==> config.mk <==
export PLATFORM = sky130hd
export DESIGN_NAME = hash_bcd_converter
export DESIGN_NICKNAME = d
export VERILOG_FILES = /design/src/rtl/hash_bcd_converter.sv
export SDC_FILE = /design/constraint.sdc
export NUM_CORES = 1
export LEC_CHECK = 0
export ABC_AREA = 1
export BUFFER_PORTS_ARGS = -buffer_cell sky130_fd_sc_hd__buf_2
export CAP_MARGIN = 20
export CORE_MARGIN = 2
export CORE_UTILIZATION = 35
export DETAILED_ROUTE_END_ITERATION = 10
export HOLD_SLACK_MARGIN = 0.12
export PLACE_DENSITY_LB_ADDON = 0.25
export SLEW_MARGIN = 20
export SYNTH_ARGS = -nofsm -noshare
export SYNTH_HDL_FRONTEND = slang
export SYNTH_SLANG_ARGS = --single-unit
==> constraint.sdc <==
create_clock -name sysclk -period 1.5 [get_ports sysclk]
set_input_delay 0.15 -clock sysclk [delete_from_list [all_inputs] [get_ports sysclk]]
set_output_delay 0.15 -clock sysclk [all_outputs]
set_load 0.005 [all_outputs]
==> src/rtl/hash_bcd_converter.sv <==
// hash_bcd_converter: sequential binary-to-BCD converter (shift-and-add-3).
// Converts a WIDTH-bit binary value into five BCD digits over WIDTH+1 cycles
// using a start/busy/done handshake. Outputs hold the last completed result.
module hash_bcd_converter #(
    parameter int WIDTH = 16,
    parameter int CNT_W = 5
) (
    input  logic             sysclk,
    input  logic             rst_n,
    input  logic             start,
    input  logic [WIDTH-1:0] bin_in,
    output logic             busy,
    output logic             done,
    output logic [3:0]       D5_out,
    output logic [3:0]       D4_out,
    output logic [3:0]       D3_out,
    output logic [3:0]       D2_out,
    output logic [3:0]       D1_out
);

    typedef enum logic [1:0] {
        IDLE  = 2'd0,
        SHIFT = 2'd1,
        DONE  = 2'd2
    } state_t;

    state_t           state;
    logic [WIDTH-1:0] shift_reg;
    logic [19:0]      scratch;
    logic [CNT_W-1:0] cnt;

    logic [19:0]      scratch_adj;
    logic [19:0]      scratch_next;
    logic [WIDTH-1:0] shift_next;

    // One double-dabble step: add 3 to every digit >= 5, then shift left by one
    always_comb begin
        scratch_adj = scratch;
        for (int unsigned i = 0; i < 5; i++) begin
            if (scratch[4*i +: 4] >= 4'd5) begin
                scratch_adj[4*i +: 4] = scratch[4*i +: 4] + 4'd3;
            end
        end
        scratch_next = {scratch_adj[18:0], shift_reg[WIDTH-1]};
        shift_next   = shift_reg << 1;
    end

    // Control FSM with datapath registers and registered handshake outputs
    always_ff @(posedge sysclk or negedge rst_n) begin
        if (!rst_n) begin
            state     <= IDLE;
            busy      <= 1'b0;
            done      <= 1'b0;
            shift_reg <= '0;
            scratch   <= '0;
            cnt       <= '0;
            D5_out    <= '0;
            D4_out    <= '0;
            D3_out    <= '0;
            D2_out    <= '0;
            D1_out    <= '0;
        end else begin
            done <= 1'b0;
            case (state)
                IDLE: begin
                    if (start) begin
                        shift_reg <= bin_in;
                        scratch   <= '0;
                        cnt       <= '0;
                        state     <= SHIFT;
                        busy      <= 1'b1;
                    end
                end
                SHIFT: begin
                    scratch   <= scratch_next;
                    shift_reg <= shift_next;
                    cnt       <= cnt + 1'b1;
                    if (cnt == CNT_W'(WIDTH - 1)) begin
                        state <= DONE;
                    end
                end
                DONE: begin
                    D5_out <= scratch[19:16];
                    D4_out <= scratch[15:12];
                    D3_out <= scratch[11:8];
                    D2_out <= scratch[7:4];
                    D1_out <= scratch[3:0];
                    done   <= 1'b1;
                    busy   <= 1'b0;
                    state  <= IDLE;
                end
                default: begin
                    state <= IDLE;
                    busy  <= 1'b0;
                end
            endcase
        end
    end

endmodule

After elaboration in Yosys (flattened, before gate mapping) --
Cells that the tools add are included.
Word-level totals: word-level logic and storage cells 50, memories 0, bits in read-only memories 0, RAM bits 0, flip-flop bits (word level) 65, latch bits 0, input port bits 19, output and inout bits 22
Operators by class: $mul 0, divide/modulo/power cells 0, equality and inequality tests 5, add/subtract/negate cells 6, bitwise gates (word level) 1, reductions and logical operators 5, $lt $le $gt $ge 5, shift-type cells 0, mux-type cells 17
Operators with widths (count):
- $pmux 20 s2 | 1
- $pmux 16 s2 | 1
- $ge 4x3->1 const B | 5
- $mux 20 | 1
- $add 4x2->4 const B | 4
- $mux 16 | 1
- $mux 4 | 4
- $pmux 5 s2 | 1
- $reduce_and 2->1 | 3
- $add 5x1->5 const B | 1
- $eq 5x4->1 const B | 1
- $mux 5 | 1
- $mux 2 | 2
- $ne 2x2->1 const B | 2
- $pmux 2 s2 | 1
- $add 3x2->3 const B | 1
- $mux 3 | 1
- $eq 2x1->1 const B | 1
- $eq 2x2->1 const B | 1
- $logic_not 2->1 | 1
- $mux 1 | 2
- $pmux 1 s2 | 1
- $reduce_bool 2->1 | 1
- $not 1->1 | 1

Depth between registers and ports, before layout --
Gate-level depths: netlist of the first run.
word-level depth 3, mapped depth 8, gate-level depth less buffers 8

Least setup slack after synthesis of the first run --
OpenSTA, ideal clock, no wires.
path type flip-flop to flip-flop, from reg cnt[0], to reg cnt[4], library setup time 0.082 ns, data arrival time 1.116 ns, path buffers 0, stages on the path, launching flop included 6, period minus slack after synthesis 1.198 ns, slack 0.302 ns, cell sequence dfrtp_1 ha_1 nand2_1 nor2_1 ha_1 o22ai_1
Between the ends: cells in the longest elaborated chain, start to end 2
RTL lines:
- start: declaration | line 30 | logic [CNT_W-1:0] cnt;
- start signal: assignment | line 77 | cnt <= cnt + 1'b1;
- $add 5x1->5 | line 77
- $pmux 5 s2 | line 64 | case (state)
No other way between the ends. A chain may end at the register's enable or synchronous reset.

Worst setup path in the final report of the first run --
from reg scratch[5], to reg scratch[8]
Between the ends: cells in the longest elaborated chain, start to end 3, elaborated cells on any way between the ends 4
RTL lines:
- start: declaration | line 29 | logic [19:0] scratch;
- start signal: assignment | line 75 | scratch <= scratch_next;
- $add 4x2->4 / $ge 4x3->1 (equally long branches) | line 41, 40
- $mux 4 (*) | line 40 | if (scratch[4*i +: 4] >= 4'd5) begin
- $pmux 20 s2 (*) | line 64
Every way passes the cells marked *; elsewhere a longest branch is shown, timed or not.

==> results of run 1 <==
[power by group through the flow]
stage                     combinational [uW]  sequential (uW)  clock, uW
after floorplan                         2100             2830          0
after global placement                  2750             2900          0
after detailed placement                2800             2910          0
after CTS                               2840             2880       1310
after global routing                    3280             2990       1400
final                                   2810             2890       1260
[logic make-up after synthesis]
logic type,share of synthesized area [%]
flops,53.00
simple gates,27.40
buf+inv,7.175
compound gates,7.542
fa+ha+maj,4.892
[repair_timing]
item	CTS	global route
hold endpoints to repair	32	0
hold buffers	17	0
setup buffers	0	0
[path summary, 6_finish.rpt]
check | start | endpoint
setup / recovery | scratch[5] | scratch[8]
hold / removal | rst_n | D4_out[2]
setup reg to reg | scratch[5] | scratch[8]
hold reg to reg | D5_out[3] | D5_out[3]
max in group asynchronous | rst_n | shift_reg[5]
min in group sysclk | start | shift_reg[0]
[routing by layer]
layer	vias up	part of all wire [%]
li1	1305	-
met1	1157	50
met2	60	44
met3	5	5.0
met4	0	1.0
met5	-	0
[final cells by class]
type                            instances  share of cell area (%)
Sequential cell                        65                   43.39
Clock inverter                          3                  0.4673
Timing Repair Buffer                   66                   12.68
Clock buffer                           12                   3.872
Tap cell                              108                   3.605
Multi-Input combinational cell        255                   32.61
Inverter                               33                   3.371
[worst max-delay path, delay by kind of cell, from the launching register on]
family / cells / cell delay, ps
AND/OR/NAND/NOR: 3 / 330
adder cells (fa/ha/maj): 1 / 190
buffers and inverters: 2 / 180
flip-flops: 1 / 390
AO/OA/AOI/OAI: 1 / 90
[cells in the mapped netlist, types with 3 or more instances]
cell type | count | area share [%]
inv_1 | 30 | 3.7
ha_1 | 12 | 4.9
o21ai_0 | 38 | 6.2
dfrtp_1 | 65 | 53
buf_2 | 3 | 0.49
nand2_2 | 3 | 0.61
nand3_1 | 41 | 6.7
o21bai_1 | 4 | 0.98
buf_6 | 5 | 1.8
nand4_1 | 11 | 2.2
nor2_1 | 9 | 1.1
nand2_1 | 134 | 16
[through the flow]
step,cells,total power (uW),hold slack [ps],utilization (%)
final,542,6959,298.0,43.62
after detailed placement,510,5716,137.5,39.75
after floorplan,365,4932,-145.6,-
after global placement,510,5650,136.0,39.75
after global routing,542,7673,310.8,43.62
after CTS,542,7041,297.8,43.62
==> flow_metrics.tcl, run 1 <==
set metrics [dict create \
    cp-end-kind "register" \
    cts_tree "done" \
    place_ws_ps 213.0 \
    path_class "register to register" \
    core_um2 8593 \
    ctsResizeCount 0 \
    syn_area_per_cell_um2 8.409 \
    largest_reg_flops 20 \
    wl_per_cell_um 11.68 \
    num_io_pins 41 \
    fp-row-count 34 \
    drive_gt1_share_pct 15.90 \
    fin_ws_ps 196.8 \
    use_met3_pct 5.468 \
    dp_hpwl_um 4266 \
    rsz0062_at_grt "no" \
    cts_sinks 65 \
    yosysSeqAreaShare_pct 53.00 \
    finalSetupViolations 0 \
    maxCapViolCount 0 \
    crit_chain "inv_1 > ha_1 > inv_1 > nand2_1 > nand3_1 > nand2_1 > o21bai_1" \
    layout_commonest_cell "nand2_1" \
    status "finished, final reports clean" \
    clkSlewWorstSetupHoldPaths_ps 70 \
    async_flop_share_pct 100.0 \
    vias 2527 \
    layout.nets 461 \
    ir_worst_vdd_uv 840.8 \
    p_leak_uw 0.001935 \
    p_switching_uw 2781 \
    die_w_um 97.65 \
    seq_area_um2 1627 \
    maxSlewViolCount 0 \
    rrSetupSlack_ps 200 \
    drc 0 \
    fin_skew_ps 8.329 \
    finalCriticalPeriod_ps 1303 \
    multi_input_area_um2 1222 \
    switching_share_pct 39.96 \
    critical_path_arrival_ps 1520 \
    cts_made_buffers 9 \
    area_growth_pct 22.14 \
    portBuffers 40 \
    fp.dieH_um 97.65 \
    grtUsageMet2_pct 22.39 \
    crit_slowest_cell "dfrtp_1" \
    gp_congestion 0.8013 \
    slew_headroom_pct 67.87 \
    mostFrequentLayoutCells "134 x nand2_1, 65 x dfrtp_1, 41 x nand3_1" \
    grt_first_pass_wirelength_um 11090 \
    hold_class "primary input to asynchronous set/reset pin" \
    critPathLaunchType "register" \
    crit_required_ps 1720 \
    syn_area_um2 3069 \
    synth_flop_cell "dfrtp_1" \
    antenna_cells 0 \
    antenna_found_initial 0 \
    ff2ff_path_depth 7 \
    grt_max_degree 41 \
    dpl_cell_area_um2 3416 \
    p_int_uw 4178 \
    syn-num-nets 396 \
    grt_usage_pct 14.42 \
    fin_tns_setup_ps 0 \
    crit_fanout 5 \
    design_area_um2 3749 \
    drt_pass1_iterations 7 \
    via_per_inst 4.662 \
    yosysUniqueCellTypes 19 \
    grt_pass1_vias 2448 \
    powerDensity_nw_per_um2 1856 \
    yosys_warnings 0 \
    critPathMaxStageDelay_ps 390 \
    insertion_delay_ps 340 \
    grt_remaining_overflow 0 \
    tightest_slew_ps 481.9 \
    gr-usage-met1_pct 18.86 \
    cts-root-buf "clkbuf_8" \
    synth_cells 365 \
    dieArea_um2 9535 \
    hold_viol_final 0 \
    min_period_over_period_pct 86.88 \
    fmax_ghz 0.7673 \
    seq_power_share_pct 41.5 \
    drt-total-wl_um 6333 \
    final_antenna_net_count 0 \
    p_comb_share_pct 40.4 \
    busiest_layer "met2" \
    start_util_pct 35.72 \
    synth_seq_cells 65 \
    power.share.clock_pct 18.2 \
    fillers 844 \
    drtIter0Drc 109 \
    cts_buffer_depth 2 \
    htree_levels 3 \
    synth_edf_count 0 \
]
(Power assumes the default switching activity.)
==> inputs of run 2 (changes only) <==
- clock period: 1.5 -> 1.6 ns (I/O delays scaled with it)
==> run 2 against run 1 <==
Via count is 2.5% higher. Cell count is 0.74% lower. Clock-buffer cell count is 2 lower. Critical endpoint is now shift_reg[9]. Core utilization is 0.45 points higher. Sequential power is 6% lower. Critical path depth is 2 lower. Highest routed layer unchanged. Largest cell class unchanged. Die area stayed put. Clock power is 38% higher. Global-route usage is 0.096 points lower. Critical path type unchanged. Maximum frequency is 4.3% lower. Non-clock buffer count is 5 lower.
==> flow_metrics.tcl, run 2 (same netlist as run 1, synthesis figures left out) <==
set metrics [dict create \
    status "finished, final reports clean" \
    fmax_ghz 0.7344 \
    critical_path_arrival_ps 1640 \
    grt_pass1_vias 2485 \
    grt_usage_pct 14.33 \
    clkSlewWorstSetupHoldPaths_ps 70 \
    grt_max_degree 66 \
    antenna_cells 0 \
    cts_tree "done" \
    fin_skew_ps 10.48 \
    cts-root-buf "clkbuf_8" \
    ff2ff_path_depth 5 \
    layout_commonest_cell "nand2_1" \
    grt_first_pass_wirelength_um 11180 \
    drtIter0Drc 206 \
    portBuffers 40 \
    cpMostUsedCell "nand2_2" \
    dieArea_um2 9535 \
    core_um2 8593 \
    crit_slowest_cell "dfrtp_1" \
    htree_levels 3 \
    drive_gt1_share_pct 15.58 \
    maxCapViolCount 0 \
    cts_made_buffers 9 \
    gp_congestion 0.8121 \
    area_growth_pct 23.40 \
    start_util_pct 35.72 \
    finalCriticalPeriod_ps 1362 \
    r2r_start "state[0]" \
    drc 0 \
    final_antenna_net_count 0 \
    p_leak_uw 0.001945 \
    hold_viol_final 0 \
    largest_reg_flops 20 \
    cts_sinks 65 \
    vias 2590 \
    timing.rr.end "shift_reg[9]" \
    slew_headroom_pct 74.58 \
    drt_pass1_iterations 4 \
    place_ws_ps 242.2 \
    die_w_um 97.65 \
    tightest_slew_ps 380.4 \
    fp-row-count 34 \
    insertion_delay_ps 350 \
    cp-end-kind "register" \
    critPathMaxStageDelay_ps 430 \
    fin_tns_setup_ps 0 \
    finalSetupViolations 0 \
    rsz0062_at_grt "no" \
    layout.nets 456 \
    crit_required_ps 1880 \
    drt-total-wl_um 6277 \
    num_io_pins 41 \
    mostFrequentLayoutCells "134 x nand2_1, 65 x dfrtp_1, 41 x nand3_1" \
    antenna_found_initial 0 \
    crit_chain "nand2_2 > nand2_2 > inv_4 > nand2_1 > nand3_1" \
    fp.dieH_um 97.65 \
    critPathLaunchType "register" \
    power_uw 7033 \
    design_area_um2 3787 \
    hold_class "primary input to register" \
    via_per_inst 4.814 \
    ctsResizeCount 0 \
    ir_worst_vdd_uv 803.1 \
    cts_buffer_depth 2 \
    crit_fanout 28 \
    min_period_over_period_pct 85.10 \
    dp_hpwl_um 3989 \
    dpl_cell_area_um2 3366 \
    powerDensity_nw_per_um2 1857 \
    rrSetupSlack_ps 240 \
    wl_per_cell_um 11.67 \
    grt_remaining_overflow 0 \
    path_class "register to register" \
    maxSlewViolCount 0 \
    worstSetupEndpoint "shift_reg[9]" \
    utilization_pct 44.07 \
    critPathLaunch "state[0]" \
    fin_ws_ps 238.4 \
]
## run 2: cell count changes in the layout (fill, tap and decap cells not counted)
cell and delta:
buf_4 -4, bufinv_16 +3, clkbuf_1 -2, clkinv_2 -2, buf_12 -1, clkinvlp_4 +1
inv_6 +1
## run 2: area by class of cell
| class | instances | area, um^2 |
|---|---|---|
| multi-input combinational | 255 | 1222 |
| timing repair buffer | 61 | 425.4 |
| inverter | 33 | 126.4 |
| tap | 108 | 135.1 |
| clock buffer | 10 | 137.6 |
| fill | 876 | 4806 |
| sequential | 65 | 1627 |
| clock inverter | 6 | 113.9 |
## run 2: how the worst min path moves through the flow
stage          start            to  depth (start not counted)
6_report       start  shift_reg[0]                          5
3_5_place_dp   rst_n     D5_out[3]                          2
2_1_floorplan  rst_n     D1_out[0]                          0
3_3_place_gp   rst_n     D5_out[3]                          2
4_1_cts        start  shift_reg[0]                          5
5_1_grt        start  shift_reg[0]                          5
## run 2: where the power goes
group	total, uW	internal, uW	switching [uW]
registers	2710	2280	434
clock network	1740	1080	661
logic	2580	1010	1570
total	7030	4370	2670
## run 2: worst max-delay path, delay by kind of cell (launching register included)
family	cells	cell delay, ps
AND/OR/NAND/NOR	4	550
flip-flops	1	430
buffers and inverters	1	330
## run 2: repair_timing
item | in CTS | in global routing
endpoints found under the hold margin | 81 | 0
hold buffers | 17 | 0
buffers inserted | 0 | 0
setup endpoints to repair | 0 | 0
## run 2: metal layers
layer	vias up	track usage [%]	wire (um)
met5	-	0	0
met1	1221	18.87	3121
met3	10	4.388	286
li1	1297	-	-
met2	62	22.18	2784
met4	0	5.556	84
## run 2: metrics by stage
| step | cells | hold WS, ps |
|---|---|---|
| after floorplan | 365 | -135.6 |
| after global placement | 505 | 202.6 |
| after detailed placement | 505 | 201.6 |
| after CTS | 538 | 311.7 |
| after global routing | 538 | 355.3 |
| final | 538 | 328.9 |
==> inputs of run 3 (changes only) <==
- PLACE_DENSITY_LB_ADDON: 0.25 -> not set
- SETUP_SLACK_MARGIN: not set -> 0.5
==> run 3 against run 2 <==
Sequential power up 4%. Clock-buffer cell count up 3. First-iteration DRC count up 1.5%. Die area unchanged.
==> flow_metrics.tcl, run 3 (same netlist as run 1, synthesis figures left out) <==
set metrics [dict create \
    num_io_pins 41 \
    timing.rr.end "scratch[1]" \
    layout.nets 494 \
    fin_tns_setup_ps 0 \
    p_leak_uw 0.002213 \
    cts_made_buffers 9 \
    grt_pass1_vias 2610 \
    fin_skew_ps 7.424 \
    hold_end "cnt[4]" \
    mostFrequentLayoutCells "113 x nand2_1, 62 x dfrtp_1, 40 x buf_2" \
    status "finished, final reports clean" \
    drt-total-wl_um 7995 \
    clkSlewWorstSetupHoldPaths_ps 70 \
    finalSetupViolations 0 \
    die_w_um 97.65 \
    grt_remaining_overflow 0 \
    powerDensity_nw_per_um2 1916 \
    fp-row-count 34 \
    power_uw 8584 \
    drc 0 \
    cts-root-buf "clkbuf_8" \
    worstHoldPathCells 4 \
    vias 2806 \
    min_period_over_period_pct 75.80 \
    r2r_start "scratch[1]" \
    hold_viol_final 0 \
    dieArea_um2 9535 \
    use_met3_pct 4.892 \
    core_um2 8593 \
    crit_fanout 5 \
    htree_levels 3 \
    fillers 813 \
    rrSetupSlack_ps 390 \
    antenna_cells 0 \
    start_util_pct 35.72 \
    largest_reg_flops 20 \
    cts_tree "done" \
    antenna_found_initial 0 \
    gr-usage-met1_pct 19.59 \
    dp_hpwl_um 4093 \
    ir_worst_vdd_uv 860.9 \
    cp-end-kind "register" \
    busiest_layer "met2" \
    cts_buffer_depth 2 \
    drive_gt1_share_pct 35.97 \
    grt_max_degree 66 \
    grtUsageMet2_pct 25.04 \
    insertion_delay_ps 350 \
    slew_headroom_pct 75.66 \
    drtIter0Drc 209 \
    critical_path_arrival_ps 1490 \
    fp.dieH_um 97.65 \
    portBuffers 40 \
    hold_class "primary input to register" \
    critPathLaunchType "register" \
    maxSlewViolCount 0 \
    final_antenna_net_count 0 \
    area_growth_pct 45.94 \
    rsz0062_at_grt "yes" \
    fmax_ghz 0.8246 \
    grt_usage_pct 15.24 \
    finalCriticalPeriod_ps 1213 \
    wl_per_cell_um 13.90 \
    via_per_inst 4.880 \
    layout_commonest_cell "nand2_1" \
    gp_congestion 0.8245 \
    maxCapViolCount 0 \
    path_class "register to register" \
    tightest_slew_ps 365.0 \
    grt_first_pass_wirelength_um 11900 \
    drt_pass1_iterations 4 \
    hold_start "start" \
    ff2ff_path_depth 8 \
    cts_sinks 65 \
    crit_required_ps 1880 \
]
[run 3: cell types whose count changed in the layout (fill, tap and decap cells not counted), sizes merged]
cell / before / now
clkinv: 0 / 1
nand2: 137 / 138
clkbuf: 10 / 16
buf: 44 / 78
inv: 34 / 32
clkinvlp: 2 / 1
bufinv: 3 / 1
[run 3: through the flow]
step                      utilization [%]  instances  instance area [um^2]  hold WS [ps]  setup slack, ps
final                               52.13        575                  4479         294.5            387.3
after global routing                52.13        575                  4479         300.5            339.8
after CTS                           46.74        557                  4016         304.7            414.7
after detailed placement            39.34        504                  3381         204.3            226.1
after global placement              39.34        504                  3381         205.4            290.4
after floorplan                         -        365                  3092        -135.6            452.9
[run 3: critical path: stages (launching register included)]
cell	delay (ps)
dfrtp_1	410
inv_2	150
ha_4	160
inv_2	40
nand2_4	70
nand3_4	100
nand2_2	90
nand3_2	50
nand2_1	60
[run 3: what timing repair did]
item | 4_1_cts | 5_1_grt
hold endpoints to repair | 81 | 0
pin swaps | 7 | 24
setup endpoints to repair | 64 | 64
hold buffers | 17 | 0
gates cloned | 1 | 4
buffers inserted | 20 | 14
gates resized for setup | 34 | 71
[run 3: metal layers]
| layer | vias to the layer above | share of wire [%] |
|---|---|---|
| met3 | 14 | 3.9 |
| met1 | 1346 | 46 |
| met2 | 66 | 49 |
| li1 | 1380 | - |
| met5 | - | 0 |
| met4 | 0 | 1.3 |
[run 3: power breakdown]
group / internal (uW) / switching [uW]
combinational: 2030 / 2340
clock: 798 / 608
sequential: 2280 / 524
[run 3: worst max path at each step]
stage / endpoint / cells after the start / start / slack (ps)
finish: scratch[1] / 8 / scratch[1] / 390
global route: scratch[1] / 7 / scratch[1] / 340
CTS: cnt[4] / 5 / cnt[1] / 410
detailed placement: shift_reg[7] / 6 / state[1] / 230
global placement: shift_reg[1] / 6 / state[1] / 290
floorplan: cnt[4] / 5 / cnt[0] / 450
[run 3: cell type report]
| class | instances | area [um^2] | share of cell area [%] |
|---|---|---|---|
| clock inverter | 2 | 37.54 | 0.8380 |
| timing repair buffer | 98 | 812.0 | 18.13 |
| inverter | 33 | 151.4 | 3.380 |
| multi-input combinational | 256 | 1554 | 34.69 |
| tap | 108 | 135.1 | 3.017 |
| sequential | 65 | 1630 | 36.40 |
| clock buffer | 13 | 158.9 | 3.547 |
